<file path="src/rtl/elevator_scheduler.sv">
`default_nettype none
// ============================================================================
// Module      : elevator_scheduler
// Description : Four-floor SCAN elevator controller with latched calls,
//               per-floor travel timer and re-triggerable door timer.
// Revision    : 1.0 - initial release
// ============================================================================
module elevator_scheduler #(
    parameter int TRAVEL_CYCLES = 4,
    parameter int DOOR_CYCLES   = 3
) (
    input  logic       clk,
    input  logic       rst,
    input  logic [3:0] call,
    output logic [1:0] position,
    output logic       moving,
    output logic       dir_up,
    output logic       door_open,
    output logic [3:0] pending
);

    typedef enum logic [1:0] {
        ST_IDLE   = 2'd0,
        ST_MOVING = 2'd1,
        ST_DOOR   = 2'd2
    } state_t;

    localparam logic [7:0] C_TRAVEL_LOAD = 8'(TRAVEL_CYCLES - 1);
    localparam logic [7:0] C_DOOR_LOAD   = 8'(DOOR_CYCLES - 1);

    state_t     r_state, w_state_nxt;
    logic [1:0] r_pos, w_pos_nxt, w_step_pos, w_eval_pos;
    logic       r_dir_up, w_dir_nxt;
    logic [7:0] r_travel, w_travel_nxt, r_door, w_door_nxt;
    logic [3:0] r_pending, w_pending_nxt, w_req;
    logic       w_above, w_below, w_ahead, w_behind;

    function automatic logic any_above(input logic [3:0] r, input logic [1:0] f);
        logic a;
        a = 1'b0;
        for (int i = 0; i < 4; i++)
            if (i > int'(f)) a = a | r[i];
        return a;
    endfunction

    function automatic logic any_below(input logic [3:0] r, input logic [1:0] f);
        logic b;
        b = 1'b0;
        for (int i = 0; i < 4; i++)
            if (i < int'(f)) b = b | r[i];
        return b;
    endfunction

    assign w_req      = r_pending | call;
    assign w_step_pos = r_dir_up ? r_pos + 2'd1 : r_pos - 2'd1;
    // When the car completes a floor move, decisions are made at the new floor.
    assign w_eval_pos = (r_state == ST_MOVING && r_travel == 8'd0) ? w_step_pos : r_pos;
    assign w_above    = any_above(w_req, w_eval_pos);
    assign w_below    = any_below(w_req, w_eval_pos);
    assign w_ahead    = r_dir_up ? w_above : w_below;
    assign w_behind   = r_dir_up ? w_below : w_above;

    always_comb begin
        w_state_nxt  = r_state;
        w_pos_nxt    = r_pos;
        w_dir_nxt    = r_dir_up;
        w_travel_nxt = r_travel;
        w_door_nxt   = r_door;
        case (r_state)
            ST_IDLE: begin
                if (w_req[r_pos]) begin
                    w_state_nxt = ST_DOOR;
                    w_door_nxt  = C_DOOR_LOAD;
                end else if (|w_req) begin
                    w_state_nxt  = ST_MOVING;
                    w_travel_nxt = C_TRAVEL_LOAD;
                    if (!w_ahead) w_dir_nxt = ~r_dir_up;
                end
            end
            ST_MOVING: begin
                if (r_travel != 8'd0) begin
                    w_travel_nxt = r_travel - 8'd1;
                end else begin
                    w_pos_nxt = w_step_pos;
                    if (w_req[w_step_pos]) begin
                        w_state_nxt = ST_DOOR;
                        w_door_nxt  = C_DOOR_LOAD;
                    end else if (w_ahead) begin
                        w_travel_nxt = C_TRAVEL_LOAD;
                    end else if (w_behind) begin
                        w_dir_nxt    = ~r_dir_up;
                        w_travel_nxt = C_TRAVEL_LOAD;
                    end else begin
                        w_state_nxt = ST_IDLE;
                    end
                end
            end
            ST_DOOR: begin
                if (call[r_pos]) begin
                    w_door_nxt = C_DOOR_LOAD;
                end else if (r_door != 8'd0) begin
                    w_door_nxt = r_door - 8'd1;
                end else begin
                    w_travel_nxt = C_TRAVEL_LOAD;
                    if (w_ahead) begin
                        w_state_nxt = ST_MOVING;
                    end else if (w_behind) begin
                        w_state_nxt = ST_MOVING;
                        w_dir_nxt   = ~r_dir_up;
                    end else begin
                        w_state_nxt = ST_IDLE;
                    end
                end
            end
            default: w_state_nxt = ST_IDLE;
        endcase

        // A floor being served (door open there after this edge) never latches.
        for (int i = 0; i < 4; i++)
            w_pending_nxt[i] = w_req[i] & ~(w_state_nxt == ST_DOOR && w_pos_nxt == 2'(i));
    end

    always_ff @(posedge clk) begin
        if (rst) begin
            r_state   <= ST_IDLE;
            r_pos     <= 2'd0;
            r_dir_up  <= 1'b1;
            r_travel  <= 8'd0;
            r_door    <= 8'd0;
            r_pending <= 4'd0;
        end else begin
            r_state   <= w_state_nxt;
            r_pos     <= w_pos_nxt;
            r_dir_up  <= w_dir_nxt;
            r_travel  <= w_travel_nxt;
            r_door    <= w_door_nxt;
            r_pending <= w_pending_nxt;
        end
    end

    assign position  = r_pos;
    assign moving    = (r_state == ST_MOVING);
    assign door_open = (r_state == ST_DOOR);
    assign dir_up    = r_dir_up;
    assign pending   = r_pending;

endmodule
`default_nettype wire

</file>
<file path="config.mk">
export PLATFORM = sky130hd
export DESIGN_NAME = elevator_scheduler
export DESIGN_NICKNAME = d
export VERILOG_FILES = /design/src/rtl/elevator_scheduler.sv
export SDC_FILE = /design/constraint.sdc
export NUM_CORES = 1
export LEC_CHECK = 0
export ABC_AREA = 1
export CELL_PAD_IN_SITES_DETAIL_PLACEMENT = 1
export CELL_PAD_IN_SITES_GLOBAL_PLACEMENT = 1
export CORE_MARGIN = 4
export CORE_UTILIZATION = 40
export CTS_CLUSTER_DIAMETER = 50
export DETAILED_ROUTE_END_ITERATION = 10
export PLACE_DENSITY_LB_ADDON = 0.1
export SYNTH_ARGS = -nofsm -noshare
export SYNTH_HDL_FRONTEND = slang
export SYNTH_SLANG_ARGS = --single-unit
</file>
<file path="constraint.sdc">
create_clock -name clk -period 2.9 [get_ports clk]
set_input_delay 0.435 -clock clk [delete_from_list [all_inputs] [get_ports clk]]
set_output_delay 0.435 -clock clk [all_outputs]
set_load 0.005 [all_outputs]
</file>
After elaboration in Yosys (flattened, before gate mapping)
Cells that the tools add are included.
{"block": "classes", "n_mux": 54, "n_eq_ne": 18, "addsub": 4, "n_bitwise": 14, "magnitude_cmp": 8, "reduce_logical": 15}
{"op": "$mux 8", "n": 13}
{"op": "$pmux 8 s3", "n": 2}
{"op": "$mux 2", "n": 12}
{"op": "$mux 1", "n": 22}
{"op": "$ne 2x2->1 const B", "n": 8}
{"op": "$reduce_bool 8->1", "n": 2}
{"op": "$sub 8x1->8 const B", "n": 2}
{"op": "$eq 2x2->1 const B", "n": 4}
{"op": "$logic_not 8->1", "n": 1}
{"op": "$reduce_and 8->1", "n": 1}
{"op": "$reduce_and 7->1", "n": 1}
{"op": "$bmux 1 s2", "n": 3}
{"op": "$lt 2x3->1 const B", "n": 2}
{"op": "$pmux 2 s3", "n": 1}
{"op": "$logic_and 1x1->1", "n": 5}
{"op": "$not 1->1", "n": 5}
{"op": "$reduce_and 5->1", "n": 1}
{"op": "$and 1x1->1", "n": 4}
{"op": "$eq 2x1->1 const B", "n": 2}
{"op": "$gt 2x2->1 const A", "n": 2}
{"op": "$logic_not 2->1", "n": 2}
{"op": "$lt 1x2->1 const A", "n": 2}
{"op": "$ne 4x1->1 const B", "n": 1}
{"op": "$or 1x1->1", "n": 4}
{"op": "11 further kinds", "n": 11}
{"block": "totals", "inputBits": 6, "word_cells": 119, "out_inout_bits": 9, "register_bits": 25}

Longest topological paths before layout
{"block": "depth", "ltp_word": 19, "mapped_depth": 17, "mapped_depth_nobuf": 17}

Worst setup path before layout
Ideal clock, no wire load.
{"block": "synth_path", "path_type": "reg-to-reg", "from": "reg r_state[1]", "to": "reg r_pending[2], in the netlist pending[2]", "path_stages_with_launch": 17, "n_path_buf": 1, "setup_ns": 0.122, "arrival_time_ns": 1.948, "slack_ns": 0.830, "required_time_ns": 2.778, "cell_sequence": "dfxtp_1 -> inv_1 -> ha_1 -> buf_4 -> inv_2 -> nor3_1 -> nand2_1 -> nand2_1 -> nand2_1 -> nand2_1 -> nand2_1 -> nor2_1 -> nor2_1 -> nor2_1 -> nand2_1 -> nor2_4 -> a21oi_1"}
{"block": "synth_via", "elab_chain_cells": 19, "elab_cells_between_ends": 40, "cone_classes": "6 x order compare; 4 x eq/ne; 21 x mux; 6 x bitwise; 3 x reduce/logical"}
{"item": "start, declared", "line": "31", "rtl": "state_t r_state, w_state_nxt;"}
{"item": "start signal, assigned", "line": "132", "rtl": "r_state <= w_state_nxt;"}
{"item": "$eq 2x1->1 *"}
{"item": "named net moving", "line": "16", "rtl": "output logic moving,"}
{"item": "$logic_and 1x1->1", "line": "57", "rtl": "assign w_eval_pos = (r_state == ST_MOVING && r_travel == 8'd0) ? w_step_pos : r_pos;"}
{"item": "$mux 2", "line": "57"}
{"item": "$gt 1x2->1 / $lt 1x2->1 (equally long branches)", "line": "42, 50"}
{"item": "$mux 1 (on tied branches)", "line": "42, 50"}
{"item": "$or 1x1->1 (on tied branches)", "line": "42, 50"}
{"item": "$mux 1 (on tied branches)", "line": "42, 50"}
{"item": "[4 not listed]"}
{"item": "$mux 1 / $mux 2 (equally long branches)", "line": "105, 88"}
{"item": "$mux 2 (on tied branches)", "line": "101, 85"}
{"item": "$mux 2 (on tied branches)", "line": "99, 81"}
{"item": "$pmux 2 s3", "line": "69", "rtl": "case (r_state)"}
{"item": "$eq 2x2->1", "line": "120", "rtl": "w_pending_nxt[i] = w_req[i] & ~(w_state_nxt == ST_DOOR && w_pos_nxt == 2'(i));"}
{"item": "$logic_and 1x1->1 *", "line": "120"}
{"item": "$not 1->1 *", "line": "120"}
{"item": "$and 1x1->1 *", "line": "120"}
{"item": "end signal, assigned", "line": "137", "rtl": "r_pending <= w_pending_nxt;"}
{"item": "end, declared", "line": "35", "rtl": "logic [3:0] r_pending, w_pending_nxt, w_req;"}
The timed path passes the listed nets; every way through them passes the cells marked *.
A chain may end at the register's enable or synchronous reset.

Worst setup path after layout
{"block": "layout_path", "from": "reg r_state[1]", "to": "reg r_pending[2], in the netlist pending[2]"}
{"block": "layout_via", "elab_chain_cells": 19, "elab_cells_between_ends": 40, "cone_classes": "6 x order compare; 4 x eq/ne; 21 x mux; 6 x bitwise; 3 x reduce/logical"}
{"item": "$eq 2x1->1", "line": "57, 69"}
{"item": "$logic_and 1x1->1", "line": "57"}
{"item": "$mux 2", "line": "57"}
{"item": "$gt 1x2->1 / $lt 1x2->1 (equally long branches)", "line": "42, 50"}
{"item": "$mux 1 (on tied branches)", "line": "42, 50"}
{"item": "$or 1x1->1 (on tied branches)", "line": "42, 50"}
{"item": "$mux 1 (on tied branches)", "line": "42, 50"}
{"item": "$or 1x1->1 (on tied branches)", "line": "42, 50"}
{"item": "[3 not listed]"}
{"item": "$mux 1 / $mux 2 (equally long branches)", "line": "105, 88"}
{"item": "$mux 2 (on tied branches)", "line": "101, 85"}
{"item": "$mux 2 (on tied branches)", "line": "99, 81"}
{"item": "$pmux 2 s3", "line": "69"}
{"item": "$eq 2x2->1", "line": "120"}
{"item": "$logic_and 1x1->1 *", "line": "120"}
{"item": "$not 1->1 *", "line": "120"}
{"item": "$and 1x1->1 *", "line": "120"}
Mark *: on every way between the ends. The rest lies on a longest branch, timed or not.

==> flow_summary.ini <==
[clock_tree]
clock_latency_ns = 0.28
cts.sinks = 25
cts_root_buffer = clkbuf_8
htreeDepth = 1
cts_tree = yes
cts.reportedPaths.clkPinSlew_ns = 0.10
ctsHoldBuffers = 0
numCtsBuffers = 3
cts_buffer_depth = 2
cts_resized = 0
postCtsSetupBuffers = 0

[route]
ant_nets = 0
dr_wl_met2_mm = 2.26
dr.max_layer_used = met4
routed_wl_mm = 4.80
drtPass1Iterations = 4
drc = 0
vias_per_cell = 5.22
drt-met1-wl_mm = 2.31
wl_per_cell_um = 14.2
drt_iter0_drc = 45
wl_met3_um = 181
via_count = 1769

[logic_synthesis]
async_reset_ff_share_pct = 0
ys_warn_count = 0
synth_area_um2 = 1730
seq_area_frac_synth_pct = 28.9
synth_edf_count = 0
syn_inst = 271
synth_cell_types = 33
synth.avg_cell_area_um2 = 6.40
synthTopCellsByCount = 81 x nand2_1, 30 x inv_1, 30 x nor2_1, 25 x dfxtp_1
synth_area_leaders = dfxtp_1 29%, nand2_1 18%, inv_1 6.5%
synth_top_cell_area_share_pct = 28.9
synth_ff_type = dfxtp_1
yosysTopAreaCell = dfxtp_1
synth-seq-cells = 25
syn_nets = 284
synth.most_common_cell = nand2_1

[setup_path]
criticalPathCategory = flop to flop
critPathMaxFanout = 8
required_ns = 3.06
startpoint_type = flop
endpoint_kind = flop
critical_path_arrival_ns = 2.56

[global_routing]
grt_pass1_wl_mm = 8.06
grt_max_degree = 16
grt_pass1_vias = 1772
antenna_found_initial = 0
grt_overflow = 0
grt_use_total_pct = 18.9

[sta]
slew_viol_final = 0
hold_viol = 0
worst_slack_ns = 0.500
timing.hold.ws_ns = 0.473
setup_violations = 0
finalCriticalPeriod_ns = 2.40
slew_headroom_pct = 68.4
rsz0062_at_grt = no
fin_crit_sh_pct = 82.8
max_freq_mhz = 417
final.setup.tns_ns = 0
fin_skew_ns = 0.00591
worstMarginPinSlew_ns = 0.469

[placed_design]
port_buffers = 14
hpwl_mm = 3.90
gp_congestion = 0.942
place_ws_ns = 0.292

[floorplanning]
dieArea_um2 = 5450
rows = 23
io_pins = 15
die_x_um = 73.8
fp.coreArea_um2 = 4090
start_util_pct = 42.4
die_h_um = 73.8

[outcome]
status = completed

[pwr]
p_leak_nw = 0.919
powerDensity_nw_per_um2 = 1210
power_mw = 2.41
ir_drop_uv = 448

[final_layout]
syn_to_final_growth_pct = 14.4
drive_above_1_share_pct = 12.1
fin_nets = 303
antenna_cells = 0

[worst_hold_path]
hold_class = flop to flop

[flow_run]
cap_viol_max_count = 0
[placed cells by master (no fill, tap or decap), types with 2 or more instances in the layout]
master,count
nand2_1,81
inv_1,30
nor2_1,30
dfxtp_1,25
nand3_1,15
a21oi_1,15
clkdlybuf4s50_1,14
nor3_1,9
o21ai_0,9
a21oi_2,7
ha_1,7
xor2_1,6
nand2_2,5
buf_4,5
inv_2,4
o21ai_1,4
clkbuf_8,3
nor2_4,2
nand3_2,2
or2_2,2
nor4_1,2
[worst max-delay path: stages, from the launching register on]
cell	delay, ns
dfxtp_1	0.36
inv_1	0.09
ha_1	0.25
inv_2	0.11
nor3_1	0.28
nand2_1	0.08
nand2_1	0.10
nand2_1	0.07
nand2_1	0.08
nand2_1	0.09
nor2_1	0.19
nor2_1	0.06
nor2_1	0.12
nand2_1	0.13
nor2_4	0.18
a21oi_1	0.09
[routing by layer]
layer	global-route usage [%]	vias to the layer above
li1	-	892
met1	24.4	849
met2	32.8	23
met4	5.03	0
met3	2.19	5
met5	0	-
[final cells by class]
class | instances | area, µm²
repair buffers | 19 | 178
well taps | 50 | 62.6
clock inverters | 1 | 7.51
fillers | 567 | 2100
clock buffers | 3 | 41.3
flip-flops and latches | 25 | 500
inverters | 35 | 134
multi-input cells | 206 | 1060
[metrics by stage]
stage | area, µm² | std cells | utilization [%]
6_report | 1980 | 339 | 48.6
5_1_grt | 1980 | 339 | 48.6
4_1_cts | 1980 | 339 | 48.6
3_5_place_dp | 1940 | 335 | 47.4
3_3_place_gp | 1940 | 335 | 47.4
2_1_floorplan | 1730 | 271 | -
[kinds of logic (layout without fill, tap and decap cells)]
family / after synthesis / after routing / share of synthesized area (%)
and+or+nand+nor: 154 / 154 / 39.5
buffers and inverters: 40 / 58 / 9.96
AOI/OAI and AO/OA: 38 / 38 / 13.1
DFF: 25 / 25 / 28.9
adders and majority gates: 7 / 7 / 5.05
xor gates and xnor gates: 7 / 7 / 3.54
[power breakdown]
| group | switching (mW) | internal [mW] |
|---|---|---|
| sequential | 0.0975 | 0.459 |
| combinational | 1.07 | 0.568 |
| clock | 0.122 | 0.0976 |
| total | 1.28 | 1.12 |
[flip-flops by register name, indices dropped and copies added (netlist names)]
register,cells
dir_up,1
r_door,8
r_travel,8
position,2
r_state,2
pending,4
[final timing paths]
kind           endpoint  cells after the start       start  slack, ns
max          pending[2]                     15  r_state[1]       0.50
min           r_door[7]                      1   r_door[7]       0.47
max reg2reg  pending[2]                     15  r_state[1]       0.50
min reg2reg   r_door[7]                      1   r_door[7]       0.47
Note: power is estimated with default switching activity, not from simulation.
==> edit: new RTL, config.mk and constraints unchanged <==
Reset style: asynchronous (`rst`), changed in one clocked block.
--- a/src/rtl/elevator_scheduler.sv
+++ b/src/rtl/elevator_scheduler.sv
@@ -121,5 +121,5 @@
     end
 
-    always_ff @(posedge clk) begin
+    always_ff @(posedge clk or posedge rst) begin
         if (rst) begin
             r_state   <= ST_IDLE;
Behaviour: differs if rst is asserted again (counterexample within 4 cycles, from zero or initial values and one cycle with rst high); with rst held inactive, the same outputs for 10 cycles.
==> edit against the original RTL <==
Total power fell by 15%. Final area rose by 5.4%. Utilization fell by 1.2 points. Sequential cell count did not move. Synthesized area rose by 5.9%. Maximum frequency fell by 2.8%. Setup slack got worse by 0.070 ns. Routed wire length fell by 5.6%. Critical endpoint is now r_travel[7]. Largest cell class unchanged.
==> edit: results (changes against the original RTL) <==
Outcome -> finished clean (unchanged)
Post-route insts no fill -> 329 (was 339)
GRT Util Overall -> 17.8% (was 18.9%)
Worst EP arrival -> 2.67 ns (was 2.56 ns)
DR WL met2 -> 2150 um (was 2260 um)
Post-place setup slack -> 0.158 ns (was 0.292 ns)
Worst hold path endpoint -> dir_up (was r_door[7])
Worst vdd ir -> 374 uV (was 448 uV)
Vias in the first global route -> 1724 (was 1772)
Via density -> 4.99 (was 5.22)
Synth Instances -> 258 (was 271)
Max_slew headroom -> 75.4% (was 68.4%)
Async SR Flop Fraction -> 100% (was 0%)
DP Wirelength -> 3560 um (was 3900 um)
Int Pwr -> 1040 uW (was 1120 uW)
Syn Nets -> 271 (was 284)
Signal inverters -> 45 (was 35)
Reg2reg end -> r_travel[7] (was pending[2])
Leak -> 0.00102 uW (was 0.000919 uW)
Final Skew -> 0.00648 ns (was 0.00591 ns)
Slowest CP cell -> dfrtp_1 (was dfxtp_1)
Nonclk buf count -> 18 (was 19)
Largest net degree at the start of global routing -> 26 (was 16)
Fill count -> 572 (was 567)
R2R Setup Slk -> 0.43 ns (was 0.50 ns)
Global-route wire length before repair -> 7850 um (was 8060 um)
Register area -> 627 um2 (was 500 um2)
Synth top area cells -> dfrtp_1, nand2_1, inv_1 (was dfxtp_1, nand2_1, inv_1)
Hold WS -> 0.502 ns (was 0.473 ns)
Synth top cells by count -> nand2_1, inv_1, dfrtp_1 (was nand2_1, inv_1, nor2_1)
GP Congestion -> 0.803 (was 0.942)
R2R depth -> 17 (was 15)
Sequential fraction of the synthesis area -> 34.1% (was 28.9%)
# Post-CTS Setup Buffers -> 0 (unchanged)
CP max FO -> 9 (was 8)
Post-synthesis cell type count -> 32 (was 33)
N_taps -> 52 (was 50)
Clk_lat worst skew -> 0.28 ns (about the same)
Nets -> 291 (was 303)
Synth-to-Final Area Change -> 13.9% (was 14.4%)
Setup crit start -> r_travel[0] (was r_state[1])
ClkCell Share -> 2.21% (was 2.46%)
Layout non-clock buf frac -> 8.13% (was 8.95%)
Placed Area -> 2050 um2 (was 1940 um2)
HP Class -> reg -> reg (unchanged)
Seq_cells -> 25 (unchanged)
Clock-pin slew on the worst setup and hold paths -> 0.10 ns (about the same)
Met3 wire len -> 96 um (was 181 um)
Initial DRC count -> 46 (was 45)
edit: logic make-up (layout without fill, tap and decap cells):
kind of cell    count (synthesis)  after routing  share of synthesized area [%]
simple gates                  140            140                           37.2
buf+inv                        48             67                           10.6
compound gates                 34             34                           11.4
flops                          25             25                           34.1
fa+ha+maj                       7              7                           4.77
xor+xnor                        4              4                           1.91
edit: power groups by stage:
stage,Sequential (uW),Combinational (uW),Clock [uW]
after floorplan,543,952,0
after global placement,563,1270,0
after detailed placement,564,1290,0
after CTS,556,1310,227
after global routing,571,1470,244
final,554,1290,216
edit: worst max path at each step:
stage	slack, ns	to
after floorplan	0.80	r_travel[1]
after global placement	0.18	r_door[7]
after detailed placement	0.16	r_door[7]
after CTS	0.40	r_travel[7]
after global routing	0.16	r_travel[7]
final	0.43	r_travel[7]
edit: routing by layer:
metal / global-route usage [%] / vias to the layer above
met2: 29.9 / 17
met3: 2.37 / 11
met4: 7.38 / 0
met5: 0 / -
li1: - / 854
met1: 22.9 / 761
